==> config.mk <==
export PLATFORM = sky130hd
export DESIGN_NAME = buffer_arbiter
export DESIGN_NICKNAME = d
export VERILOG_FILES = /design/src/rtl/buffer_arbiter.sv
export SDC_FILE = /design/constraint.sdc
export NUM_CORES = 1
export LEC_CHECK = 0
export BUFFER_PORTS_ARGS = -buffer_cell sky130_fd_sc_hd__buf_2
export CORE_AREA = 2 2 67 69
export CTS_CLUSTER_DIAMETER = 60
export DETAILED_ROUTE_END_ITERATION = 8
export DIE_AREA = 0 0 69 71
export GPL_TIMING_DRIVEN = 1
export PLACE_DENSITY = 0.46
export SYNTH_ARGS = -nofsm -noshare
export SYNTH_HDL_FRONTEND = slang
export SYNTH_SLANG_ARGS = --single-unit
==> constraint.sdc <==
create_clock -name clk_i -period 2.3 [get_ports clk_i]
set_clock_uncertainty 0.05 [all_clocks]
set_input_delay 0.23 -clock clk_i [delete_from_list [all_inputs] [get_ports clk_i]]
set_output_delay 0.23 -clock clk_i [all_outputs]
set_load 0.05 [all_outputs]
==> src/rtl/buffer_arbiter.sv <==
// buffer_arbiter: round-robin NUM_REQ:1 arbiter with a one-word hold buffer on the output.
// Defining BUFFER_ARBITER_STATS_EN adds a saturating output-transfer counter (xfer_count_o).
//
// state   | meaning
// S_EMPTY | hold register unused; granted request passes straight through
// S_HOLD  | hold register carries one accepted word awaiting out_ready_i
module buffer_arbiter #(
  parameter  int NUM_REQ = 4,
  parameter  int WIDTH   = 8,
  localparam int GW      = (NUM_REQ > 1) ? $clog2(NUM_REQ) : 1
) (
  input  logic                     clk_i,
  input  logic                     rst_ni,
  input  logic [NUM_REQ-1:0]       req_valid_i,
  input  logic [NUM_REQ*WIDTH-1:0] req_data_i,
  output logic [NUM_REQ-1:0]       req_ready_o,
  output logic                     out_valid_o,
  output logic [WIDTH-1:0]         out_data_o,
  input  logic                     out_ready_i,
  output logic [GW-1:0]            out_grant_o
`ifdef BUFFER_ARBITER_STATS_EN
  ,
  output logic [15:0]              xfer_count_o
`endif
);

  typedef enum logic {
    S_EMPTY = 1'b0,
    S_HOLD  = 1'b1
  } state_t;

  state_t           state_q, state_d;
  logic [GW-1:0]    ptr_q, ptr_d;
  logic [GW-1:0]    hold_idx_q, hold_idx_d;
  logic [WIDTH-1:0] hold_data_q, hold_data_d;
  logic [GW-1:0]    grant, grant_hi, grant_lo, grant_nxt;
  logic             found_hi;
  logic             any_req;
  logic [WIDTH-1:0] grant_data;

  assign any_req = |req_valid_i;

  // Downward scan: the last hit is the lowest valid index at/above ptr, else the lowest overall.
  always_comb begin
    grant_hi = '0;
    grant_lo = '0;
    found_hi = 1'b0;
    for (int k = NUM_REQ - 1; k >= 0; k--) begin
      if (req_valid_i[k]) begin
        if (k >= int'(ptr_q)) begin
          grant_hi = GW'(k);
          found_hi = 1'b1;
        end else begin
          grant_lo = GW'(k);
        end
      end
    end
    grant = found_hi ? grant_hi : grant_lo;
  end

  assign grant_nxt  = (grant == GW'(NUM_REQ - 1)) ? '0 : grant + 1'b1;
  assign grant_data = req_data_i[int'(grant)*WIDTH +: WIDTH];

  always_comb begin
    state_d     = state_q;
    ptr_d       = ptr_q;
    hold_data_d = hold_data_q;
    hold_idx_d  = hold_idx_q;
    req_ready_o = '0;
    out_valid_o = 1'b0;
    out_data_o  = '0;
    out_grant_o = '0;
    case (state_q)
      S_EMPTY: begin
        if (any_req) begin
          out_valid_o = 1'b1;
          out_data_o  = grant_data;
          out_grant_o = grant;
          req_ready_o = NUM_REQ'(1) << grant;
          ptr_d       = grant_nxt;
          if (!out_ready_i) begin
            state_d     = S_HOLD;
            hold_data_d = grant_data;
            hold_idx_d  = grant;
          end
        end
      end
      S_HOLD: begin
        out_valid_o = 1'b1;
        out_data_o  = hold_data_q;
        out_grant_o = hold_idx_q;
        if (out_ready_i) begin
          state_d = S_EMPTY;
        end
      end
      default: state_d = S_EMPTY;
    endcase
  end

  always_ff @(posedge clk_i or posedge rst_ni) begin
    if (rst_ni) begin
      state_q     <= S_EMPTY;
      ptr_q       <= '0;
      hold_data_q <= '0;
      hold_idx_q  <= '0;
    end else begin
      state_q     <= state_d;
      ptr_q       <= ptr_d;
      hold_data_q <= hold_data_d;
      hold_idx_q  <= hold_idx_d;
    end
  end

`ifdef BUFFER_ARBITER_STATS_EN
  always_ff @(posedge clk_i or posedge rst_ni) begin
    if (rst_ni) begin
      xfer_count_o <= '0;
    end else if (out_valid_o && out_ready_i && (xfer_count_o != 16'hFFFF)) begin
      xfer_count_o <= xfer_count_o + 16'd1;
    end
  end
`endif

endmodule

# Yosys cells after proc, flatten, opt, wreduce, memory -nomap -nowiden

Index checks and enable logic that the tools add are counted.

Add/subtract/negate cells: 1
$mul: 0
Div/mod/pow operators: 0
Magnitude comparators: 3
Equality and inequality tests: 1
Shift operators: 2
Mux-type cells: 33
Bitwise gates (word level): 2
Reductions and logical operators: 3

Operators by type and width:

| kind                                               | number |
|---|---|
| 2-to-1 mux 2 bit                                   | 16 |
| variable part select 32 x 6 -> 8 bit               | 1 |
| one-hot mux 8 bit (2 select lines)                 | 1 |
| 2-to-1 mux 1 bit                                   | 10 |
| 2-to-1 mux 4 bit                                   | 2 |
| 2-to-1 mux 8 bit                                   | 1 |
| >= comparator 1 x 2 -> 1 bit, first input constant | 2 |
| one-hot mux 1 bit (2 select lines)                 | 2 |
| one-hot mux 2 bit (2 select lines)                 | 1 |
| OR reduction 4 bit                                 | 1 |
| << shifter 1 x 2 -> 4 bit, first input constant    | 1 |
| AND reduction 3 bit                                | 1 |
| adder 2 x 1 -> 2 bit, second input constant        | 1 |
| == test 2 bit, second input constant               | 1 |
| >= comparator 2 bit, first input constant          | 1 |
| inverter 1 bit                                     | 2 |
| AND reduction 2 bit                                | 1 |

Bits in registers: 13
Bits in latches: 0
Memory bits (writable): 0
Bits in read-only memories: 0
Bits of input ports: 39
Output and inout bits: 15
Logic and storage cells: 49
Memories: 0

# Depth between registers and ports, before layout

Depth after elaboration: 11
Mapped depth: 8
Mapped depth without buffers: 6

# Worst setup path before layout

No wires, ideal clock.

Kind: register -> output
Start point: register ptr_q[1]
End point: output out_data_o[6]
Data arrival time: 2.056 ns
Required time: 2.020 ns
Setup slack: -0.036 ns
Stages on the path, launching flop included: 8
Buffers on the path: 2
Cells stage by stage: dfrtp_1 a21oi_2 o21a_1 o22ai_1 buf_6 buf_12 mux2i_1 o221ai_1

Cells in the longest elaborated chain, start to end: 11
Elaborated cells between the ends (all ways): 25
Those cells by class: order compare: 3; shift: 1; mux: 21

Ends and longest elaborated chain:

| item                                                 | RTL line | RTL |
|---|---|---|
| from (decl)                                          | 33       | `logic [GW-1:0] ptr_q, ptr_d;` |
| from (signal assigned)                               | 108      | `ptr_q <= ptr_d;` |
| >= comparator 2 bit                                  | 50       | `if (k >= int'(ptr_q)) begin` |
| 2-to-1 mux 2 bit or 2-to-1 mux 1 bit (tied branches) | 50       |  |
| 2-to-1 mux 2 bit or 2-to-1 mux 1 bit (tied branches) | 49       | `if (req_valid_i[k]) begin` |
| 2-to-1 mux 2 bit or 2-to-1 mux 1 bit (tied branches) | 50       |  |
| 2-to-1 mux 2 bit or 2-to-1 mux 1 bit (tied branches) | 49       |  |
| 2-to-1 mux 2 bit or 2-to-1 mux 1 bit (tied branches) | 50       |  |
| 2-to-1 mux 2 bit or 2-to-1 mux 1 bit (tied branches) | 49       |  |
| 2-to-1 mux 2 bit *                                   | 58       | `grant = found_hi ? grant_hi : grant_lo;` |
| variable part select 32 x 6 -> 8 bit *               | 62       | `assign grant_data = req_data_i[int'(grant)*WIDTH +: WIDTH];` |
| 2-to-1 mux 8 bit *                                   | 75       | `if (any_req) begin` |
| one-hot mux 8 bit (2 select lines) *                 | 73       | `case (state_q)` |
| to (decl)                                            | 18       | `output logic [WIDTH-1:0] out_data_o,` |

Mark *: on every way between the ends. The rest lies on a longest branch, timed or not.

# Final worst setup path

Start point: register ptr_q[1]
End point: output out_data_o[4]

Same word-level chain as after synthesis.

==> flow_metrics.py <==
metrics = {
    "setup_path": {
        "critPathLaunchType": "flip-flop",
        "required_ns": 2.02,
        "rr_endpoint": "ptr_q[1]",
        "rr_startpoint": "ptr_q[1]",
        "reg2reg_depth": 7,
        "startpoint": "ptr_q[1]",
        "arrival_ns": 1.97,
        "cp-endpoint": "out_data_o[4]",
        "critPathKind": "flip-flop to primary output",
        "worst-path-max-fanout": 20,
        "end_kind": "primary output",
        "r2r_setup_slack_ns": 0.43,
    },
    "status": {
        "status": "complete, no violations",
    },
    "placed_design": {
        "port_buffers": 53,
        "place.gp.congestion": 0.776,
        "place_hpwl_um": 2280,
        "placed_area_um2": 1370,
    },
    "global_routing": {
        "antenna_found_initial": 0,
        "track_usage_pct": 11.8,
        "grt_first_pass_wirelength_um": 4800,
        "grt_start_max_net_pins": 21,
        "grt_pass1_vias": 1111,
        "overflow": 0,
    },
    "floorplanning": {
        "die-height_um": 71,
        "core-area_um2": 4200,
        "die_area_um2": 4900,
        "io_pins": 54,
        "row_count": 24,
        "die_w_um": 69,
        "initial_core_util_pct": 23.8,
    },
    "detailed_routing": {
        "drcViolationCount": 0,
        "ant_nets": 0,
        "drt-total-wl_um": 2860,
        "viasPerCell": 4.83,
        "num_vias": 1057,
        "dr.pass1.iters": 4,
        "drt_iter0_drc": 30,
        "wl_per_cell_um": 13.0,
    },
    "finish": {
        "utilization_pct": 34.8,
        "n_fill_cell": 460,
        "nets": 211,
        "syn2layout_area_growth_pct": 46.2,
        "drive_above_1_share_pct": 44.9,
        "design_area_um2": 1460,
        "diodes": 0,
    },
    "synthesis": {
        "netlist_area_um2": 1000,
        "synth_seq_cells": 13,
        "synth_edf_count": 0,
        "yosys.area.top_type_share_pct": 32.5,
        "syn_area_per_cell_um2": 9.34,
        "ys_top_cells_by_area": "dfrtp_1, mux2i_1, o221ai_1",
        "synth_top_cell_by_area": "dfrtp_1",
        "synthArstFlopShare_pct": 100,
        "ys_types": 26,
        "syn_nets": 150,
        "synth_common_cells": "nand2_1, mux2i_1, o221ai_1, dfrtp_1",
        "post-synth-top-count-cell": "nand2_1",
        "ys_seq_area_share_pct": 32.5,
        "ys.flop_type": "dfrtp_1",
        "synth_warnings": 0,
        "synthCells": 107,
    },
    "timing": {
        "setup_viol": 0,
        "tightest_slew_ns": 0.532,
        "clock.fmax_ghz": 0.445,
        "finalHoldViolations": 0,
        "maxSlewHeadroom_pct": 64.5,
        "slew_viol_final": 0,
        "period_share_pct": 97.8,
        "rsz0062_at_grt": "true",
        "fin_crit_ns": 2.25,
    },
    "cts": {
        "cts_tree": "done",
        "clk_latency_ns": 0.24,
        "cts.clk_slew.worst_paths_ns": 0.06,
        "cts_buffer_depth": 2,
        "cts_num_sinks": 13,
        "htree_levels": 1,
        "cts_root_buffer": "clkbuf_8",
        "post_cts_buffers": 0,
        "cts_buffers": 3,
    },
    "min_path": {
        "min_path_type": "input port to flip-flop",
    },
    "pwr": {
        "ir_drop_v": 0.000266,
        "cellLeakagePower_nw": 0.742,
        "power_density_nw_per_um2": 1000,
    },
    "flow_run": {
        "maxCapViolations": 0,
    },
}
-- what timing repair did --
action / CTS / global route
gates resized for setup: 5 / 11
hold buffers: 1 / 0
setup endpoints to repair: 8 / 10
hold endpoints to repair: 13 / 0
pin swaps: 0 / 1
-- cell usage in the layout, fill, tap and decap left out, types with 2 or more instances in the layout --
master / instances
ha_1: 4
mux2i_1: 14
nor2_1: 2
mux2i_2: 2
inv_1: 4
buf_4: 12
nand2b_1: 3
a21oi_1: 2
o221ai_2: 2
nand2_1: 23
dfrtp_1: 12
clkbuf_4: 2
o21a_1: 2
clkbuf_8: 3
buf_2: 46
and2_1: 4
o221ai_1: 14
-- stage by stage --
step | setup slack (ns) | hold WS, ns | setup TNS, ns | instances | total power [mW]
3_5_place_dp | 0.207 | 0.248 | 0 | 214 | 1.22
5_1_grt | -0.0420 | 0.111 | -0.231 | 219 | 1.57
6_report | 0.0508 | 0.103 | 0 | 219 | 1.47
3_3_place_gp | 0.214 | 0.243 | 0 | 214 | 1.21
2_1_floorplan | -0.0350 | 0.0570 | -0.235 | 107 | 1.01
4_1_cts | 0.0309 | 0.100 | 0 | 219 | 1.45
-- worst max-delay path: stages (launching register included) --
cell      delay (ns)
dfrtp_2         0.42
a21oi_2         0.06
o21a_1          0.17
o22ai_2         0.19
buf_12          0.21
mux2i_1         0.28
o221ai_1        0.16
buf_4           0.21
-- registers in the layout (all words and copies together) (netlist names) --
| register | count |
|---|---|
| hold_data_q | 8 |
| hold_idx_q | 2 |
| ptr_q | 2 |
| state_q | 1 |
-- area by class of cell --
cell class,count,area [um^2],share of cell area [%]
clock buffer,4,45.0,3.08
timing repair buffer,62,365,25.0
tap,52,65.1,4.45
inverter,4,15.0,1.03
sequential,13,327,22.3
multi-input combinational,84,644,44.1
-- how the worst min path moves through the flow --
stage	start	to	cells past startpoint
floorplan	rst_ni	hold_data_q[0]	1
detailed placement	rst_ni	ptr_q[1]	2
finish	out_ready_i	state_q	2
global placement	rst_ni	state_q	2
CTS	out_ready_i	state_q	2
global route	out_ready_i	state_q	2
-- per-layer routing --
metal  routed length (um)  share of wire [%]  track usage [%]  vias up
met1                 1280                 45             14.9      507
met5                    0                  0                0        -
met4                   21               0.74             4.14        0
met2                 1410                 49             20.6       30
li1                     -                  -                -      518
met3                  152                5.3             1.85        2
-- power by group --
group	switching [mW]	internal, mW
clock network	0.0842	0.122
registers	0.0572	0.309
logic	0.555	0.338
total	0.697	0.768
-- logic make-up (layout without fill, tap and decap cells) --
family | Yosys count | in the layout | synth area share, %
compound gates | 24 | 24 | 20.0
buf+inv | 10 | 70 | 6.51
fa+ha+maj | 4 | 4 | 5.01
simple gates | 38 | 38 | 17.8
mux | 18 | 18 | 18.1
flops | 13 | 13 | 32.5
No activity file was read; power rests on OpenSTA's default activity.
